### src/rtl/char_buf_arb_if.sv
// char_buf_arb_if: CPU store, clear, VGA read and buffer port signals
// grouped for the character buffer scheduler.
interface char_buf_arb_if #(
   parameter int ADDR_W = 12,
   parameter int DATA_W = 32
);
   logic              cpu_req;
   logic [ADDR_W-1:0] cpu_addr;
   logic [DATA_W-1:0] cpu_wdata;
   logic              cpu_ready;
   logic              clr_start;
   logic [DATA_W-1:0] clr_data;
   logic              clr_busy;
   logic              vga_req;
   logic [ADDR_W-1:0] vga_addr;
   logic              vga_gnt;
   logic [DATA_W-1:0] vga_rdata;
   logic              vga_rvalid;
   logic [ADDR_W-1:0] mem_addr;
   logic              mem_we;
   logic [DATA_W-1:0] mem_wdata;
   logic [DATA_W-1:0] mem_rdata;

   modport slave (
      input  cpu_req, cpu_addr, cpu_wdata,
      input  clr_start, clr_data,
      input  vga_req, vga_addr, mem_rdata,
      output cpu_ready, clr_busy,
      output vga_gnt, vga_rdata, vga_rvalid,
      output mem_addr, mem_we, mem_wdata
   );

   modport master (
      output cpu_req, cpu_addr, cpu_wdata,
      output clr_start, clr_data,
      output vga_req, vga_addr, mem_rdata,
      input  cpu_ready, clr_busy,
      input  vga_gnt, vga_rdata, vga_rvalid,
      input  mem_addr, mem_we, mem_wdata
   );
endinterface

### src/rtl/char_buf_arb.sv
// char_buf_arb: one access per clock on the character buffer port.
// VGA reads win until a pending write has waited STARVE_MAX grants.
module char_buf_arb #(
   parameter int ADDR_W     = 12,
   parameter int DATA_W     = 32,
   parameter int FIFO_DEPTH = 4,
   parameter int CLR_LAST   = 4095,
   parameter int STARVE_MAX = 8
) (
   input  logic          i_clk,
   input  logic          i_rst,
   char_buf_arb_if.slave bus
);
   localparam int PW = $clog2(FIFO_DEPTH);
   localparam int SW = $clog2(STARVE_MAX + 1);
   localparam logic [PW:0]       DEPTH_L = (PW+1)'(FIFO_DEPTH);
   localparam logic [SW-1:0]     SMAX    = SW'(STARVE_MAX);
   localparam logic [ADDR_W-1:0] CLAST   = ADDR_W'(CLR_LAST);

   typedef enum logic {S_IDLE, S_CLEAR} state_t;

   state_t            r_state, w_state_nx;
   logic [ADDR_W-1:0] r_clr_ctr, w_clr_ctr_nx;
   logic [DATA_W-1:0] r_clr_data, w_clr_data_nx;
   logic [ADDR_W-1:0] r_fa [FIFO_DEPTH];
   logic [DATA_W-1:0] r_fd [FIFO_DEPTH];
   logic [PW:0]       r_wptr, r_rptr, w_cnt;
   logic [SW-1:0]     r_starve;
   logic              r_rd_pend, r_rvalid;
   logic [DATA_W-1:0] r_rdata;
   logic              w_busy, w_empty, w_ready, w_push;
   logic              w_pend, w_vgnt, w_wgnt, w_pop;

   assign w_cnt   = r_wptr - r_rptr;
   assign w_empty = (w_cnt == '0);
   assign w_ready = !i_rst && (w_cnt != DEPTH_L);
   assign w_push  = bus.cpu_req && w_ready;
   assign w_busy  = (r_state == S_CLEAR);
   assign w_pend  = w_busy || !w_empty;
   assign w_vgnt  = !i_rst && bus.vga_req && (r_starve < SMAX);
   assign w_wgnt  = !i_rst && !w_vgnt && w_pend;
   assign w_pop   = w_wgnt && !w_busy;

   assign bus.cpu_ready  = w_ready;
   assign bus.clr_busy   = w_busy;
   assign bus.vga_gnt    = w_vgnt;
   assign bus.mem_we     = w_wgnt;
   assign bus.vga_rdata  = r_rdata;
   assign bus.vga_rvalid = r_rvalid;
   assign bus.mem_addr   = i_rst   ? '0 :
                           !w_wgnt ? bus.vga_addr :
                           w_busy  ? r_clr_ctr :
                                     r_fa[r_rptr[PW-1:0]];
   assign bus.mem_wdata  = w_busy ? r_clr_data : r_fd[r_rptr[PW-1:0]];

   // clr_start wins over the final-write exit so a restart is never lost
   always_comb begin
      w_state_nx    = r_state;
      w_clr_ctr_nx  = r_clr_ctr;
      w_clr_data_nx = r_clr_data;
      if (w_busy && w_wgnt) begin
         if (r_clr_ctr == CLAST) w_state_nx = S_IDLE;
         else w_clr_ctr_nx = r_clr_ctr + ADDR_W'(1);
      end
      if (bus.clr_start) begin
         w_state_nx    = S_CLEAR;
         w_clr_ctr_nx  = '0;
         w_clr_data_nx = bus.clr_data;
      end
   end

   always_ff @(posedge i_clk or posedge i_rst) begin
      if (i_rst) begin
         r_state    <= S_IDLE;
         r_clr_ctr  <= '0;
         r_clr_data <= '0;
         r_wptr     <= '0;
         r_rptr     <= '0;
         r_starve   <= '0;
         r_rd_pend  <= 1'b0;
         r_rvalid   <= 1'b0;
         r_rdata    <= '0;
      end else begin
         r_state    <= w_state_nx;
         r_clr_ctr  <= w_clr_ctr_nx;
         r_clr_data <= w_clr_data_nx;
         if (w_push) r_wptr <= r_wptr + (PW+1)'(1);
         if (bus.clr_start) r_rptr <= r_wptr;
         else if (w_pop) r_rptr <= r_rptr + (PW+1)'(1);
         if (!w_pend || w_wgnt) r_starve <= '0;
         else if (w_vgnt && r_starve != SMAX) r_starve <= r_starve + SW'(1);
         r_rd_pend <= w_vgnt;
         r_rvalid  <= r_rd_pend;
         if (r_rd_pend) r_rdata <= bus.mem_rdata;
      end
   end

   always_ff @(posedge i_clk) begin
      if (w_push) begin
         r_fa[r_wptr[PW-1:0]] <= bus.cpu_addr;
         r_fd[r_wptr[PW-1:0]] <= bus.cpu_wdata;
      end
   end
endmodule

### src/flat_wrapper.sv
// flat-port wrapper written by rule: the top's interface ports become plain ports
module char_buf_arb_flat 
#(
   parameter int ADDR_W     = 12,
   parameter int DATA_W     = 32,
   parameter int FIFO_DEPTH = 4,
   parameter int CLR_LAST   = 4095,
   parameter int STARVE_MAX = 8
)
  (i_clk, i_rst, bus_cpu_req, bus_cpu_addr, bus_cpu_wdata, bus_clr_start, bus_clr_data, bus_vga_req, bus_vga_addr, bus_mem_rdata, bus_cpu_ready, bus_clr_busy, bus_vga_gnt, bus_vga_rdata, bus_vga_rvalid, bus_mem_addr, bus_mem_we, bus_mem_wdata);
  char_buf_arb_if #(.ADDR_W(ADDR_W), .DATA_W(DATA_W)) bus_i ();
  input  logic i_clk;
  input  logic i_rst;
  input wire logic [$bits(bus_i.cpu_req)-1:0] bus_cpu_req;
  input wire logic [$bits(bus_i.cpu_addr)-1:0] bus_cpu_addr;
  input wire logic [$bits(bus_i.cpu_wdata)-1:0] bus_cpu_wdata;
  input wire logic [$bits(bus_i.clr_start)-1:0] bus_clr_start;
  input wire logic [$bits(bus_i.clr_data)-1:0] bus_clr_data;
  input wire logic [$bits(bus_i.vga_req)-1:0] bus_vga_req;
  input wire logic [$bits(bus_i.vga_addr)-1:0] bus_vga_addr;
  input wire logic [$bits(bus_i.mem_rdata)-1:0] bus_mem_rdata;
  output wire logic [$bits(bus_i.cpu_ready)-1:0] bus_cpu_ready;
  output wire logic [$bits(bus_i.clr_busy)-1:0] bus_clr_busy;
  output wire logic [$bits(bus_i.vga_gnt)-1:0] bus_vga_gnt;
  output wire logic [$bits(bus_i.vga_rdata)-1:0] bus_vga_rdata;
  output wire logic [$bits(bus_i.vga_rvalid)-1:0] bus_vga_rvalid;
  output wire logic [$bits(bus_i.mem_addr)-1:0] bus_mem_addr;
  output wire logic [$bits(bus_i.mem_we)-1:0] bus_mem_we;
  output wire logic [$bits(bus_i.mem_wdata)-1:0] bus_mem_wdata;
  assign bus_i.cpu_req = bus_cpu_req;
  assign bus_i.cpu_addr = bus_cpu_addr;
  assign bus_i.cpu_wdata = bus_cpu_wdata;
  assign bus_i.clr_start = bus_clr_start;
  assign bus_i.clr_data = bus_clr_data;
  assign bus_i.vga_req = bus_vga_req;
  assign bus_i.vga_addr = bus_vga_addr;
  assign bus_i.mem_rdata = bus_mem_rdata;
  assign bus_cpu_ready = bus_i.cpu_ready;
  assign bus_clr_busy = bus_i.clr_busy;
  assign bus_vga_gnt = bus_i.vga_gnt;
  assign bus_vga_rdata = bus_i.vga_rdata;
  assign bus_vga_rvalid = bus_i.vga_rvalid;
  assign bus_mem_addr = bus_i.mem_addr;
  assign bus_mem_we = bus_i.mem_we;
  assign bus_mem_wdata = bus_i.mem_wdata;
  char_buf_arb #(.ADDR_W(ADDR_W), .DATA_W(DATA_W), .FIFO_DEPTH(FIFO_DEPTH), .CLR_LAST(CLR_LAST), .STARVE_MAX(STARVE_MAX)) u_core (.i_clk(i_clk), .i_rst(i_rst), .bus(bus_i));
endmodule
### config.mk
export PLATFORM = sky130hd
export DESIGN_NAME = char_buf_arb_flat
export DESIGN_NICKNAME = d
export VERILOG_FILES = /design/src/rtl/char_buf_arb_if.sv /design/src/rtl/char_buf_arb.sv /design/src/flat_wrapper.sv
export SDC_FILE = /design/constraint.sdc
export NUM_CORES = 1
export LEC_CHECK = 0
export ABC_AREA = 1
export BUFFER_PORTS_ARGS = -buffer_cell sky130_fd_sc_hd__buf_2
export CAP_MARGIN = 20
export CORE_ASPECT_RATIO = 1.4
export CORE_MARGIN = 1.5
export CORE_UTILIZATION = 50
export CTS_CLUSTER_SIZE = 20
export DETAILED_ROUTE_END_ITERATION = 8
export PLACE_DENSITY = 0.74
export SLEW_MARGIN = 20
export SYNTH_ARGS = -nofsm -noshare
export SYNTH_HDL_FRONTEND = slang
export SYNTH_SLANG_ARGS = --single-unit
### constraint.sdc
create_clock -name i_clk -period 7.1 [get_ports i_clk]
set_clock_uncertainty 0.05 [all_clocks]
set_input_delay 1.42 -clock i_clk [delete_from_list [all_inputs] [get_ports i_clk]]
set_output_delay 1.42 -clock i_clk [all_outputs]
set_load 0.03 [all_outputs]
==> results of run 1 <==
cell usage in the layout (no fill, tap or decap), drive strengths merged:
| master | n |
|---|---|
| bufinv | 2 |
| ha | 10 |
| o21ai | 173 |
| a21oi | 16 |
| o22ai | 32 |
| mux2 | 32 |
| clkinvlp | 2 |
| buf | 215 |
| nand3 | 40 |
| clkbuf | 35 |
| nor3b | 1 |
| xor2 | 3 |
| inv | 86 |
| nand4 | 3 |
| xnor2 | 1 |
| nand2 | 158 |
| diode | 2 |
| nor3 | 1 |
| edfxtp | 176 |
| nor2 | 144 |
| a31oi | 1 |
| clkinv | 6 |
| a21boi | 1 |
| a22oi | 1 |
| dfrtp | 89 |
metrics by stage:
step	utilization (%)	cells	worst slack, ps	total power, uW	instance area, sq um
global route	60.5	1526	2260	4280	13300
CTS	60.5	1525	2440	4110	13300
global placement	56.9	1479	2730	2790	12500
detailed placement	56.9	1479	2660	2820	12500
finish	60.5	1527	2410	4080	13300
floorplan	-	1023	666	2550	11300
layer usage:
layer	vias to the layer above	GRT usage, %	wire length [microns]	share of wire, %
met5	-	0	21	0.090
met4	4	7.82	648	2.8
met3	50	3.52	1490	6.4
met2	251	36.0	12000	51
met1	3776	23.1	9280	40
li1	3860	-	-	-
Yosys cell counts (all sizes together):
master	number
edfxtp	176
buf	22
a22oi	1
nor3	1
mux2	32
clkbuf	34
a31oi	1
inv	84
nor3b	1
nand3	40
clkinv	1
dfrtp	89
nand4	3
nor2	144
o21ai	173
ha	10
a21boi	1
nand2	158
a21oi	16
xor2	3
o22ai	32
xnor2	1
layout make-up:
type | count | area [sq um] | area share [%]
Sequential cell | 265 | 7510 | 56.4
Multi-Input combinational cell | 617 | 3210 | 24.1
Timing Repair Buffer | 215 | 1100 | 8.26
Clock buffer | 35 | 683 | 5.13
Tap cell | 297 | 372 | 2.79
Inverter | 85 | 327 | 2.45
Clock inverter | 11 | 120 | 0.901
Antenna cell | 2 | 5.00 | 0.0375
cell families (layout without fill, tap and decap cells):
group | count (synthesis) | in the layout | share of synthesized area [%]
simple gates | 347 | 347 | 12.8
other cells | 0 | 2 | 0
buf+inv | 141 | 346 | 5.34
flops | 265 | 265 | 66.5
fa+ha+maj | 10 | 10 | 1.11
compound gates | 224 | 224 | 10.8
mux | 32 | 32 | 3.19
xor+xnor | 4 | 4 | 0.310
sequential cells by signal (all words and copies together) (netlist names):
signal                 count
u_core.r_wptr              3
u_core.r_rd_pend           1
u_core.r_rptr              3
u_core.bus.clr_busy        1
u_core.bus.vga_rdata      32
u_core.bus.vga_rvalid      1
u_core.r_starve            4
u_core.r_fd              128
u_core.r_clr_data         32
u_core.r_fa               48
u_core.r_clr_ctr          12
worst max-delay path: stages (launching register included):
cell     delay [ps]
dfrtp_2         950
inv_2           330
buf_4           430
o21ai_0         300
nand3_1         200
a21oi_1         210
nor2_1           60
buf_2           170
worst max-delay path by stage:
stage	startpoint	to	slack (ps)	depth (start not counted)
detailed placement	i_rst	u_core.r_fd[3][26]$_DFFE_PP_	2660	6
global placement	i_rst	u_core.r_fd[1][25]$_DFFE_PP_	2730	6
global route	u_core.r_rptr[0]$_DFFE_PP0P_	bus_mem_addr[9]	2260	7
floorplan	i_rst	bus_mem_addr[10]	670	4
finish	u_core.r_rptr[0]$_DFFE_PP0P_	bus_mem_addr[9]	2410	7
CTS	u_core.r_rptr[0]$_DFFE_PP0P_	bus_mem_addr[9]	2440	7
power breakdown:
group	switching, uW	internal, uW
registers	82.8	1840
clock network	545	749
logic	598	267
==> impl_metrics.toml, run 1 <==
[cts]
clock_sinks = 265
cts_resized = 0
cts.htree.levels = 1
cts_made_buffers = 25
cts_buffer_depth = 3
cts_root_buf = "clkbuf_16"
cts.hold.buffers_added = 0
path_clk_slew_ps = 70
post_cts_buffers = 0
cts_tree = "built"
clock_latency_ps = 520

[drt]
ant_nets = 0
drt_iter0_drc = 460
first_pass_iters = 5
num_vias = 7941
drcViolationCount = 0
vias_per_cell = 5.20
totalWireLength_microns = 23400
avgRoutedWirePerCell_microns = 15.3

[run_status]
outcome = "complete, no violations"

[die]
core_sq_um = 22000
ios = 206
rows = 64
start_util_pct = 51.3
fp.dieW_microns = 130
die_h_microns = 181
die-area_sq_um = 23500

[place]
gp_congestion = 0.801
hpwl_microns = 14400
io_buffers = 205

[synthesis]
synth_area_sq_um = 11300
syn_nets = 1158
ys_types = 35
yosys_register_bits = 265
synth_area_leaders = "edfxtp_1 47%, dfrtp_1 20%, o21ai_0 6.8%"
ys_warn_count = 0
synth_cells = 1023
yosysSeqAreaShare_pct = 66.5
yosysTopAreaCell = "edfxtp_1"
post_synth.cell_area_avg_sq_um = 11.0
yosysTopAreaCellShare_pct = 46.8

[min_path]
worstHoldStart = "u_core.bus.vga_rdata[24]$_DFFE_PP0P_"
holdPathEnd = "u_core.bus.vga_rdata[24]$_DFFE_PP0P_"
hold_depth = 1
hold_path_class = "flop to flop"

[critical_path]
startpoint_type = "flop"
crit_arrival_ps = 3220
worstSetupPathType = "flop to output pin"
cp.required_ps = 5630
endpoint_kind = "output pin"
rrSetupSlack_ps = 3920
rr_worst_depth = 10
reg2reg_to = "u_core.r_fd[3][6]$_DFFE_PP_"
cp_max_fo = 68
r2r_start = "u_core.r_rptr[1]$_DFFE_PP0P_"

[power_and_ir_drop]
powerDensity_nw_per_um2 = 306
peakVddDrop_mv = 0.231
power.leakage_uw = 0.00550

[sta]
period_share_pct = 66.1
hold_viol_final = 0
whs_ps = 430
rsz0062_at_grt = "false"
fin_tns_setup_ps = 0
slew_violations = 0
tightest_slew_ps = 893
setup_violations = 0
timing.fmax_mhz = 213
slew-limit-headroom_pct = 40.4
period_needed_ps = 4690

[global_route]
grt_max_degree = 79
antenna_found_initial = 4
grt_pass1_wl_microns = 36900
grtUsageTotal_pct = 19.9
grt_pass1_vias = 7726
grt-ovfl-total = 0

[run]
cap_violations = 0

[final_layout]
fill_cells = 1732
nNetsFinal = 1344
layout-drive-gt1-share_pct = 26.3
synthToLayoutAreaGrowth_pct = 18.0
Power figures use the tool's default switching activity.
==> inputs of run 2 (changes only) <==
- ABC_AREA: 1 -> 0
- clock period: 7.1 -> 4.65 ns (I/O delays scaled with it)
==> impl_metrics.toml, run 2 <==
[run_status]
outcome = "complete, no violations"

[die]
ios = 206
fp.dieW_microns = 128
die-area_sq_um = 22600
die_h_microns = 177
start_util_pct = 51.2
core_sq_um = 21200
rows = 63

[synthesis]
ys_types = 48
post_synth.cell_area_avg_sq_um = 16.3
yosysMostFrequentCell = "edfxtp_1"
synth_area_sq_um = 10900
yosysSeqAreaShare_pct = 69.2
ys.flop_type = "edfxtp_1"
ys_warn_count = 0
synth_common_cells = "176 x edfxtp_1, 131 x nand2_1, 89 x dfrtp_1"
synth_area_leaders = "edfxtp_1 49%, dfrtp_1 21%, mux4_2 9.1%"
synthArstFlopShare_pct = 33.6
yosysTopAreaCell = "edfxtp_1"
yosysTopAreaCellShare_pct = 48.7
synth_edf_count = 176
synth_cells = 668
syn_nets = 803
yosys_register_bits = 265

[power_and_ir_drop]
power.leakage_uw = 0.00513
peakVddDrop_mv = 0.320
powerDensity_nw_per_um2 = 489

[place]
dp_slack_ps = 1320
io_buffers = 205
dp.cells = 1110
gp_congestion = 0.794
hpwl_microns = 14000

[critical_path]
rrSetupSlack_ps = 1680
cp.buffers_inverters = 1
rr_worst_depth = 6
startpoint_type = "flop"
reg2reg_to = "u_core.r_fa[0][4]$_DFFE_PP_"
cp_max_fo = 25
crit_family = "compound AO/OA/AOI/OAI gates"
cp.required_ps = 3670
cpPeakStageDelay_ps = 630
worstSetupPathType = "flop to output pin"
crit_chain = "ha_1 > nor2b_1 > xnor2_2 > o31a_4 > o21ai_0 > a31oi_1 > buf_2"
crit_arrival_ps = 2790
endpoint_kind = "output pin"
slowest_stage = "dfrtp_4"
r2r_start = "u_core.r_rptr[0]$_DFFE_PP0P_"

[sta]
fin_tns_setup_ps = 0
tightest_slew_ps = 930
setup_violations = 0
slew_violations = 0
slew-limit-headroom_pct = 37.9
rsz0062_at_grt = "false"
period_share_pct = 81.0
timing.fmax_mhz = 266
hold_viol_final = 0
layout_setup_ws_ps = 884
period_needed_ps = 3770

[cts]
clock_latency_ps = 520
path_clk_slew_ps = 70
cts_buffer_depth = 3
post_cts_buffers = 0
cts_root_buf = "clkbuf_16"
cts_tree = "built"
cts.hold.buffers_added = 0
cts_resized = 0
cts_made_buffers = 25
cts.htree.levels = 1
clock_sinks = 265

[global_route]
grt_pass1_wl_microns = 34400
grtUsageTotal_pct = 19.8
grt-ovfl-total = 0
antenna_found_initial = 4
grt_pass1_vias = 6475
grt_max_degree = 104

[final_layout]
fin_cells = 1160
nNetsFinal = 1012
most-common-layout-cells = "205 x buf_2, 176 x edfxtp_1, 131 x nand2_1, 86 x dfrtp_1, 64 x mux2_2"
synthToLayoutAreaGrowth_pct = 19.6
final_common_cell = "buf_2"
largest_reg_flops = 128
layout-drive-gt1-share_pct = 43.6
fin_util_pct = 61.2
fill_cells = 1630

[min_path]
hold_path_class = "flop to flop"
holdPathEnd = "u_core.bus.vga_rdata[3]$_DFFE_PP0P_"
hold_depth = 1
worstHoldStart = "u_core.bus.vga_rdata[3]$_DFFE_PP0P_"

[drt]
drt_iter0_drc = 295
totalWireLength_microns = 22100
ant_nets = 0
avgRoutedWirePerCell_microns = 19.1
vias_per_cell = 5.40
num_vias = 6262
first_pass_iters = 5
drcViolationCount = 0

[run]
cap_violations = 0
-- run 2: how the worst max path moves through the flow --
stage	start	to	slack, ps	cells after the start
finish	u_core.r_rptr[0]$_DFFE_PP0P_	bus_mem_addr[0]	880	7
global route	u_core.r_rptr[0]$_DFFE_PP0P_	bus_mem_addr[7]	650	5
CTS	u_core.r_rptr[0]$_DFFE_PP0P_	bus_mem_addr[7]	780	5
detailed placement	bus_vga_req	bus_mem_addr[0]	1320	7
global placement	u_core.r_rptr[0]$_DFFE_PP0P_	bus_mem_addr[7]	1360	5
floorplan	i_rst	bus_mem_addr[2]	510	4
-- run 2: report_power, final --
group          switching, uW  internal [uW]
sequential               134           2830
clock                    844           1210
combinational            744            587
total                   1720           4630
-- run 2: metal layers --
metal	vias to the layer above	track usage, %	wire, microns
met2	190	35.0	11400
met1	3118	24.9	8960
met5	-	0	0
met3	42	3.35	1220
met4	0	6.53	531
li1	2912	-	-
-- run 2: cells by family after synthesis --
logic type | count (synthesis) | synth area share (%)
multiplexers | 114 | 16.3
buffers and inverters | 43 | 1.91
AO/OA/AOI/OAI | 48 | 3.32
adder cells (fa/ha/maj) | 10 | 1.15
AND/OR/NAND/NOR | 173 | 6.74
flip-flops | 265 | 69.2
XOR/XNOR | 15 | 1.35
-- run 2: through the flow --
step | total power (uW) | hold WS (ps) | cell area (sq um)
global placement | 4350 | 433 | 12100
CTS | 6440 | 454 | 13000
floorplan | 4000 | 302 | 10900
finish | 6350 | 450 | 13000
detailed placement | 4380 | 440 | 12100
global route | 6640 | 466 | 13000
-- run 2: final cells by class --
cell class / count / area [sq um] / area share [%]
antenna: 4 / 10.0 / 0.0771
clock buffer: 33 / 686 / 5.28
clock inverter: 13 / 150 / 1.16
inverter: 10 / 40.0 / 0.308
multi-input combinational: 360 / 3140 / 24.2
sequential: 265 / 7520 / 57.9
tap: 260 / 325 / 2.51
timing repair buffer: 215 / 1110 / 8.58
